<file path="config.mk">
export PLATFORM = sky130hd
export DESIGN_NAME = btb_update_scheduler
export DESIGN_NICKNAME = d
export VERILOG_FILES = /design/src/rtl/btb_update_scheduler.sv
export SDC_FILE = /design/constraint.sdc
export NUM_CORES = 1
export LEC_CHECK = 0
export CAP_MARGIN = 20
export CELL_PAD_IN_SITES_DETAIL_PLACEMENT = 0
export CELL_PAD_IN_SITES_GLOBAL_PLACEMENT = 1
export CORE_ASPECT_RATIO = 0.8
export CORE_MARGIN = 4
export CORE_UTILIZATION = 35
export CTS_CLUSTER_SIZE = 16
export DETAILED_ROUTE_END_ITERATION = 16
export PLACE_DENSITY_LB_ADDON = 0.1
export SETUP_SLACK_MARGIN = 0.1
export SLEW_MARGIN = 30
export SYNTH_ARGS = -nofsm -noshare
export SYNTH_HDL_FRONTEND = slang
export SYNTH_SLANG_ARGS = --single-unit
</file>
<file path="constraint.sdc">
create_clock -name clk -period 3.25 [get_ports clk]
set_input_delay 0.325 -clock clk [delete_from_list [all_inputs] [get_ports clk]]
set_output_delay 0.325 -clock clk [all_outputs]
set_load 0.02 [all_outputs]
</file>
<file path="src/rtl/btb_update_scheduler.sv">
// BTB write sequencer: queued counter read-modify-write plus invalidate sweep.
// Ports: upd_* in / ready out, inv_req/busy, lookup_block, btb_r*/btb_w*, fifo_count.
// Optional stats outputs (stat_upd/alloc/sweep) when BTB_STATS_EN is defined.
module btb_update_scheduler #(
  parameter int IDX_W = 6,
  parameter int TAG_W = 24,
  parameter int DEPTH = 4
) (
  input  logic             clk,
  input  logic             rst_n,
  input  logic             upd_valid_i,
  input  logic [31:0]      upd_pc_i,
  input  logic [31:0]      upd_target_i,
  input  logic             upd_taken_i,
  output logic             upd_ready_o,
  input  logic             inv_req_i,
  output logic             inv_busy_o,
  output logic             lookup_block_o,
  output logic [IDX_W-1:0] btb_ridx_o,
  input  logic             btb_rvalid_i,
  input  logic [TAG_W-1:0] btb_rtag_i,
  input  logic [1:0]       btb_rctr_i,
  output logic             btb_we_o,
  output logic [IDX_W-1:0] btb_widx_o,
  output logic             btb_wvalid_o,
  output logic [TAG_W-1:0] btb_wtag_o,
  output logic [31:0]      btb_wtarget_o,
  output logic [1:0]       btb_wctr_o,
`ifdef BTB_STATS_EN
  output logic [15:0]      stat_upd_o,
  output logic [15:0]      stat_alloc_o,
  output logic [7:0]       stat_sweep_o,
`endif
  output logic [$clog2(DEPTH):0] fifo_count_o
);

  localparam int PW = $clog2(DEPTH);
  localparam logic [PW:0] FULL = (PW+1)'(DEPTH);

  typedef enum logic [1:0] {
    S_IDLE,
    S_READ,
    S_WRITE,
    S_SWEEP
  } state_t;

  state_t state;

  logic [IDX_W-1:0] q_idx [DEPTH];
  logic [TAG_W-1:0] q_tag [DEPTH];
  logic [31:0]      q_tgt [DEPTH];
  logic             q_tkn [DEPTH];

  logic [PW-1:0]    wr_ptr;
  logic [PW-1:0]    rd_ptr;
  logic             inv_pend;
  logic             push;
  logic             pop;

  logic [IDX_W-1:0] head_idx;
  logic [TAG_W-1:0] head_tag;
  logic [31:0]      head_tgt;
  logic             head_tkn;
  logic             hit;
  logic             wr;
  logic [1:0]       ctr_nxt;

  logic unused_pc;
  assign unused_pc = ^upd_pc_i[1:0];

  assign inv_busy_o  = inv_pend | lookup_block_o;
  assign upd_ready_o = (fifo_count_o < FULL) & ~inv_busy_o;

  assign push = upd_valid_i & upd_ready_o;
  assign pop  = (state == S_WRITE);

  assign head_idx = q_idx[rd_ptr];
  assign head_tag = q_tag[rd_ptr];
  assign head_tgt = q_tgt[rd_ptr];
  assign head_tkn = q_tkn[rd_ptr];

  // btb_ridx_o points at the head during READ, so the
  // combinational read data belongs to the head entry.
  assign hit = btb_rvalid_i & (btb_rtag_i == head_tag);
  assign wr  = hit | head_tkn;

  always_comb begin
    ctr_nxt = btb_rctr_i;
    if (head_tkn && btb_rctr_i != 2'b11)
      ctr_nxt = btb_rctr_i + 2'b01;
    if (!head_tkn && btb_rctr_i != 2'b00)
      ctr_nxt = btb_rctr_i - 2'b01;
  end

  always_ff @(posedge clk) begin
    if (push) begin
      q_idx[wr_ptr] <= upd_pc_i[IDX_W+1:2];
      q_tag[wr_ptr] <= upd_pc_i[31:32-TAG_W];
      q_tgt[wr_ptr] <= upd_target_i;
      q_tkn[wr_ptr] <= upd_taken_i;
    end
  end

  always_ff @(posedge clk or negedge rst_n) begin
    if (!rst_n) begin
      state          <= S_IDLE;
      wr_ptr         <= '0;
      rd_ptr         <= '0;
      fifo_count_o   <= '0;
      inv_pend       <= 1'b0;
      lookup_block_o <= 1'b0;
      btb_ridx_o     <= '0;
      btb_we_o       <= 1'b0;
      btb_widx_o     <= '0;
      btb_wvalid_o   <= 1'b0;
      btb_wtag_o     <= '0;
      btb_wtarget_o  <= '0;
      btb_wctr_o     <= '0;
    end else begin
      if (push)
        wr_ptr <= wr_ptr + 1'b1;
      if (pop)
        rd_ptr <= rd_ptr + 1'b1;
      unique case ({push, pop})
        2'b10:   fifo_count_o <= fifo_count_o + 1'b1;
        2'b01:   fifo_count_o <= fifo_count_o - 1'b1;
        default: ;
      endcase
      // pulses during a sweep are absorbed
      if (inv_req_i && state != S_SWEEP)
        inv_pend <= 1'b1;

      unique case (state)
        S_IDLE: begin
          if (inv_pend) begin
            state          <= S_SWEEP;
            inv_pend       <= 1'b0;
            wr_ptr         <= '0;
            rd_ptr         <= '0;
            fifo_count_o   <= '0;
            lookup_block_o <= 1'b1;
            btb_we_o       <= 1'b1;
            btb_widx_o     <= '0;
            btb_wvalid_o   <= 1'b0;
            btb_wtag_o     <= '0;
            btb_wtarget_o  <= '0;
            btb_wctr_o     <= '0;
          end else if (fifo_count_o != '0) begin
            state      <= S_READ;
            btb_ridx_o <= head_idx;
          end
        end
        S_READ: begin
          state         <= S_WRITE;
          btb_we_o      <= wr;
          btb_widx_o    <= head_idx;
          btb_wvalid_o  <= wr;
          btb_wtag_o    <= wr ? head_tag : '0;
          btb_wtarget_o <= wr ? head_tgt : '0;
          btb_wctr_o    <= !wr ? 2'b00 :
                           hit ? ctr_nxt : 2'b10;
        end
        S_WRITE: begin
          state         <= S_IDLE;
          btb_we_o      <= 1'b0;
          btb_widx_o    <= '0;
          btb_wvalid_o  <= 1'b0;
          btb_wtag_o    <= '0;
          btb_wtarget_o <= '0;
          btb_wctr_o    <= '0;
        end
        S_SWEEP: begin
          // btb_widx_o doubles as the sweep index
          if (btb_widx_o == '1) begin
            state          <= S_IDLE;
            lookup_block_o <= 1'b0;
            btb_we_o       <= 1'b0;
            btb_widx_o     <= '0;
          end else begin
            btb_widx_o <= btb_widx_o + 1'b1;
          end
        end
      endcase
    end
  end

`ifdef BTB_STATS_EN
  logic hit_q;

  always_ff @(posedge clk or negedge rst_n) begin
    if (!rst_n) begin
      hit_q        <= 1'b0;
      stat_upd_o   <= '0;
      stat_alloc_o <= '0;
      stat_sweep_o <= '0;
    end else begin
      if (state == S_READ)
        hit_q <= hit;
      if (state == S_WRITE && btb_we_o) begin
        if (hit_q) begin
          if (stat_upd_o != '1)
            stat_upd_o <= stat_upd_o + 1'b1;
        end else if (stat_alloc_o != '1) begin
          stat_alloc_o <= stat_alloc_o + 1'b1;
        end
      end
      if (state == S_SWEEP && btb_widx_o == '1 &&
          stat_sweep_o != '1)
        stat_sweep_o <= stat_sweep_o + 1'b1;
    end
  end
`endif

endmodule

</file>
==> results of run 1 <==
[final cells by class]
| class | instances | area [µm²] |
|---|---|---|
| clock buffers | 53 | 1050 |
| clock inverters | 11 | 78.8 |
| fillers | 3325 | 20300 |
| inverters | 12 | 45.0 |
| multi-input cells | 439 | 3570 |
| flip-flops and latches | 335 | 9650 |
| well taps | 487 | 609 |
| repair buffers | 205 | 2100 |
[power breakdown]
group | internal, µW | leakage [µW] | switching [µW] | total [µW]
sequential | 5180 | 0.00338 | 405 | 5580
combinational | 2190 | 0.00196 | 2680 | 4880
clock | 2310 | 0.000555 | 1590 | 3900
[how the worst max path moves through the flow]
| stage | startpoint | slack, ns | to | depth (start not counted) |
|---|---|---|---|---|
| 2_1_floorplan | lookup_block_o | 0.63 | q_idx[0][0] | 3 |
| 3_3_place_gp | rd_ptr[0] | 0.14 | btb_wtarget_o[24] | 9 |
| 3_5_place_dp | rd_ptr[0] | 0.14 | btb_wtarget_o[12] | 9 |
| 4_1_cts | rd_ptr[1] | 0.24 | btb_wtarget_o[12] | 8 |
| 5_1_grt | rd_ptr[1] | 0.12 | btb_wtarget_o[6] | 8 |
| 6_report | rd_ptr[1] | 0.24 | btb_wtarget_o[6] | 8 |
[repair_timing]
| action | CTS | global route |
|---|---|---|
| setup buffers | 5 | 0 |
| hold buffers | 1 | 0 |
| resized for setup | 0 | 0 |
| endpoints found under the hold margin | 64 | 0 |
| endpoints found under the setup margin | 2 | 0 |
[worst max-delay path, delay by kind of cell (launching register included)]
family,cells,cell delay [ns]
XOR/XNOR,1,0.12
AO/OA/AOI/OAI,3,0.82
multiplexers,1,0.32
buffers and inverters,2,0.45
AND/OR/NAND/NOR,1,0.57
flip-flops,1,0.60
[cells by family (layout without fill, tap and decap cells)]
family	count (synthesis)	after routing	synth area share (%)
AND/OR/NAND/NOR	203	203	6.71
flip-flops	335	335	71.8
multiplexers	87	87	11.8
adder cells (fa/ha/maj)	9	9	0.894
XOR/XNOR	32	32	2.09
AO/OA/AOI/OAI	108	108	4.73
buffers and inverters	55	281	1.94
[layer usage]
metal / vias to the layer above / wire length [µm]
met5: - / 22
met4: 4 / 498
met3: 43 / 1330
met2: 135 / 16100
met1: 3876 / 16000
li1: 3540 / -
[placed cells by master, fill, tap and decap left out, types with 8 or more instances in the layout]
| cell | count |
|---|---|
| a21oi_1 | 12 |
| buf_12 | 10 |
| buf_4 | 23 |
| clkbuf_1 | 10 |
| clkbuf_16 | 37 |
| clkdlybuf4s50_1 | 170 |
| dfrtp_1 | 81 |
| edfxtp_1 | 252 |
| ha_1 | 8 |
| inv_1 | 11 |
| mux2_2 | 10 |
| mux2i_1 | 19 |
| mux4_2 | 56 |
| nand2_1 | 130 |
| nand4_1 | 8 |
| nor2_1 | 21 |
| o21ai_0 | 14 |
| o21ai_1 | 56 |
| xnor2_1 | 26 |
[registers in the layout, summed over array words and instances (netlist names), 2 cells and up]
register,flops
q_tgt,128
q_tag,96
btb_wtarget_o,32
btb_wtag_o,24
q_idx,24
btb_ridx_o,6
btb_widx_o,6
q_tkn,4
fifo_count_o,3
btb_wctr_o,2
rd_ptr,2
state,2
wr_ptr,2
[stage by stage]
| step | setup WS (ns) | instances | power [µW] | utilization [%] |
|---|---|---|---|---|
| after floorplan | 0.633 | 829 | 8530 | - |
| after global placement | 0.144 | 1472 | 10600 | 42.5 |
| after detailed placement | 0.143 | 1472 | 10600 | 42.5 |
| after CTS | 0.239 | 1542 | 14600 | 45.7 |
| after global routing | 0.122 | 1542 | 15200 | 45.7 |
| final | 0.243 | 1542 | 14400 | 45.7 |
==> results.ini, run 1 <==
[run_status]
status = finished clean

[timing]
hold_ws_ns = 0.412
fin_crit_sh_pct = 92.5
skew_ns = 0.00981
tns_ns = 0
setup_violations = 0
slew_violations = 0
tightest_slew_ns = 0.733
finalHoldViolations = 0
layout_min_cycle_time_ns = 3.01
relSlewSlack_pct = 51.1
rsz0062_at_grt = false
max_freq_mhz = 333

[drt]
viasPerCell = 4.93
vias = 7598
routed_wl_mm = 34.0
wl_per_cell_um = 22.0
first_pass_iters = 4
drcViolationCount = 0
ant_nets = 0
drtIter0Drc = 371

[grt]
met2_usage_pct = 26.1
track_usage_pct = 16.3
grt_pass1_wl_mm = 51.1
grt_pass1_vias = 8081
use_met3_pct = 3.17
grt.overflow.total = 0
antenna_found_initial = 2
grt_use_met1_pct = 23.5
busiest_layer = met2
grt_start_max_net_pins = 66

[setup_path]
setup.worst_path.start_class = register
crit_slowest_cell = dfrtp_4
path_class = register to register
r2r_cells = 8
r2r-end = btb_wtarget_o[6]
r2r_start = rd_ptr[1]
worstSetupEndpointType = register
crit_fanout = 46
crit_chain = mux2i_1 > xnor2_1 > or4_1 > a2111oi_0 > buf_4 > a41oi_4 > buf_12 > o21ai_1
max_stage_delay_ns = 0.60
r2r_setup_slack_ns = 0.24
arrival_ns = 3.43
cp.required_ns = 3.67

[power_and_ir_drop]
leakagePower_uw = 0.00589
p_per_area_nw_per_um2 = 840
irDropWorstVdd_mv = 0.388

[clocking]
clock_latency_ns = 0.51
cts_root_buf = clkbuf_16
cts_buffers = 36
cts_buffer_depth = 3
cts.sink_count = 335
path_clk_slew_ns = 0.06
tritoncts = built
htree_levels = 2

[synthesis]
async_reset_ff_share_pct = 24.8
synth_area_um2 = 13400
synthTopCellsByArea = edfxtp_1 56%, dfrtp_1 15%, mux4_2 9.4%, nand2_1 3.6%, o21ai_1 2.1%
synth_cells = 829
synth_nets = 934
ys_top_cells_by_count = 252 x edfxtp_1, 130 x nand2_1, 83 x dfrtp_1
synth_edf_count = 252
seq_area_frac_synth_pct = 71.8
synth_top_area_cell = edfxtp_1
synth-seq-cells = 335
synth.most_common_cell = edfxtp_1
syn_avg_cell_area_um2 = 16.2
synth-main-ff-cell = edfxtp_1
yosysWarnings = 0
synth_cell_types = 57
synth_top_area_share_pct = 56.3

[min_path]
holdCritPathClass = primary input to async pin

[finish]
fin_area_um2 = 17100
area_delta_synth_final_pct = 27.3
drive_gt1_share_pct = 15.7
antenna_cells = 0
layout.nets = 1134

[floorplanning]
core_um2 = 37400
dieArea_um2 = 41600
die_w_um = 227
start_util_pct = 35.9
core.rowCount = 63
die_h_um = 183
boundaryPins = 174

[placement]
port_buffers = 171
gp_congestion = 0.787
place_area_um2 = 15900
dp_hpwl_mm = 21.5

[flow_run]
cap_violations = 0

Power figures use the tool's default switching activity.
==> run 2: changes to the inputs <==
Settings changed: CORE_MARGIN 4 to 2, RECOVER_POWER from default to 100.
==> run 2 against run 1 <==
Net effect: the flow now finishes with violations (capacitance limit, slew limit); first-iteration DRC count grew 20%; sequential power is essentially flat; critical path depth is the same; register-to-register slack lost 0.02 ns; final cell count grew 1.6%; combinational power shrank 3%; worst hold slack gained 0.0087 ns; sequential cell count is the same; global-route usage grew 0.71 points.
==> results.ini, run 2 (synthesis gave the netlist of run 1 again) <==
[timing]
tightest_slew_ns = 1.64
relSlewSlack_pct = -9.63
rsz0062_at_grt = false
fin_crit_sh_pct = 93.3
layout_min_cycle_time_ns = 3.03
tns_ns = 0
setup_ws_ns = 0.219
slew_violations = 56
setup_violations = 0
max_freq_mhz = 330
skew_ns = 0.0172
finalHoldViolations = 0

[drt]
ant_nets = 0
drcViolationCount = 0
viasPerCell = 4.92
vias = 7708
first_pass_iters = 4
routed_wl_mm = 33.4
drtIter0Drc = 447
wl_per_cell_um = 21.3

[grt]
antenna_found_initial = 12
track_usage_pct = 17.0
grt_pass1_vias = 7860
grt_start_max_net_pins = 56
grt_pass1_wl_mm = 50.0
grt.overflow.total = 0

[finish]
layout_commonest_cell = edfxtp_1
fillers = 3381
largest_register_ffs = 128
layout.nets = 1140
top_regs = q_tgt (128), q_tag (96), btb_wtarget_o (32)
drive_gt1_share_pct = 17.0
area_delta_synth_final_pct = 28.8
top_register = q_tgt
final_cell_mix = 252 x edfxtp_1, 142 x dlygate4sd3_1, 130 x nand2_1

[setup_path]
cp-endpoint = btb_wctr_o[0]
path_depth = 8
r2r-end = btb_wctr_o[0]
worst-path-buf-inv = 2
arrival_ns = 3.46
r2r_setup_slack_ns = 0.22
setup.worst_path.start_class = register
r2r_cells = 8
crit_fanout = 12
cp.required_ns = 3.68
worstSetupEndpointType = register
crit_family = simple AND/OR/NAND/NOR gates
path_class = register to register
crit_chain = buf_4 > buf_12 > mux4_2 > xnor2_1 > nand4_1 > a2111oi_0 > or4b_4 > o31ai_1
crit_slowest_cell = dfrtp_4
r2r_start = rd_ptr[1]
max_stage_delay_ns = 0.58
startpoint = rd_ptr[1]

[floorplanning]
dieArea_um2 = 40000
die_w_um = 223
core_um2 = 38000
boundaryPins = 174
start_util_pct = 35.3
core.rowCount = 64
die_h_um = 179

[clocking]
htree_levels = 2
cts_root_buf = clkbuf_16
clock_latency_ns = 0.53
tritoncts = built
cts_buffers = 37
cts.sink_count = 335
path_clk_slew_ns = 0.06
cts_buffer_depth = 3

[placement]
gp_congestion = 0.790
dp_hpwl_mm = 21.4
dpl_worst_slack_ns = 0.120
port_buffers = 171

[flow_run]
cap_violations = 1

[run_status]
violations = capacitance limit, slew limit
status = complete, but fails checks

[min_path]
holdCritPathClass = primary input to register

[power_and_ir_drop]
leakagePower_uw = 0.00624
irDropWorstVdd_mv = 0.383
p_per_area_nw_per_um2 = 854

[run 2: worst min-delay path by stage]
stage	cells past startpoint	slack [ns]	from	end
after global routing	3	0.44	inv_req_i	inv_pend
final	3	0.42	inv_req_i	inv_pend
after detailed placement	2	0.47	btb_wtarget_o[0]	btb_wtarget_o[0]
after global placement	2	0.47	btb_wtarget_o[0]	btb_wtarget_o[0]
after CTS	3	0.40	inv_req_i	inv_pend
after floorplan	0	0.03	rst_n	btb_ridx_o[0]
[run 2: routing by layer]
layer / GRT usage [%] / routed length, µm / up-vias
li1: - / - / 3565
met2: 27.0 / 15300 / 175
met3: 3.92 / 1840 / 58
met4: 4.78 / 757 / 8
met1: 23.5 / 15400 / 3902
met5: 0 / 48 / -
[run 2: power breakdown]
| group | internal [µW] | switching [µW] |
|---|---|---|
| Sequential | 5180 | 379 |
| Clock | 2800 | 1710 |
| Combinational | 2040 | 2670 |
| Total | 10000 | 4760 |
[run 2: per-stage QoR]
stage / utilization [%] / hold slack, ns / total power [µW] / cell area, µm² / cells
2_1_floorplan: - / 0.0294 / 8530 / 13400 / 829
3_3_place_gp: 41.9 / 0.467 / 10500 / 15900 / 1481
3_5_place_dp: 41.9 / 0.475 / 10500 / 15900 / 1481
4_1_cts: 45.4 / 0.398 / 15100 / 17300 / 1553
5_1_grt: 45.5 / 0.440 / 15600 / 17300 / 1562
6_report: 45.5 / 0.421 / 14800 / 17300 / 1566
[run 2: cell type report]
| class | instances | area [µm²] | share of cell area, % |
|---|---|---|---|
| Sequential cell | 335 | 9650 | 55.8 |
| Multi-Input combinational cell | 439 | 3590 | 20.8 |
| Timing Repair Buffer | 210 | 2060 | 11.9 |
| Clock buffer | 47 | 1030 | 5.93 |
| Tap cell | 495 | 619 | 3.58 |
| Clock inverter | 21 | 294 | 1.70 |
| Inverter | 12 | 45.0 | 0.260 |
| Antenna cell | 7 | 17.5 | 0.101 |
[run 2: timing repair]
item / 4_1_cts / 5_1_grt
resized for setup: 0 / 8
endpoints found under the hold margin: 54 / 0
setup endpoints to repair: 21 / 57
hold buffers: 1 / 0
buffers inserted: 3 / 6
[run 2: tightest hold or removal path, delay by kind of cell]
kind / cells / cell delay, ns
buf+inv: 1 / 0.40
compound gates: 1 / 0.13
simple gates: 1 / 0.05
==> run 3: changes to the inputs <==
Settings changed: GPL_ROUTABILITY_DRIVEN from default to 1.
==> results of run 3 <==
Final layout, timing and power as in run 2 (identical DEF).
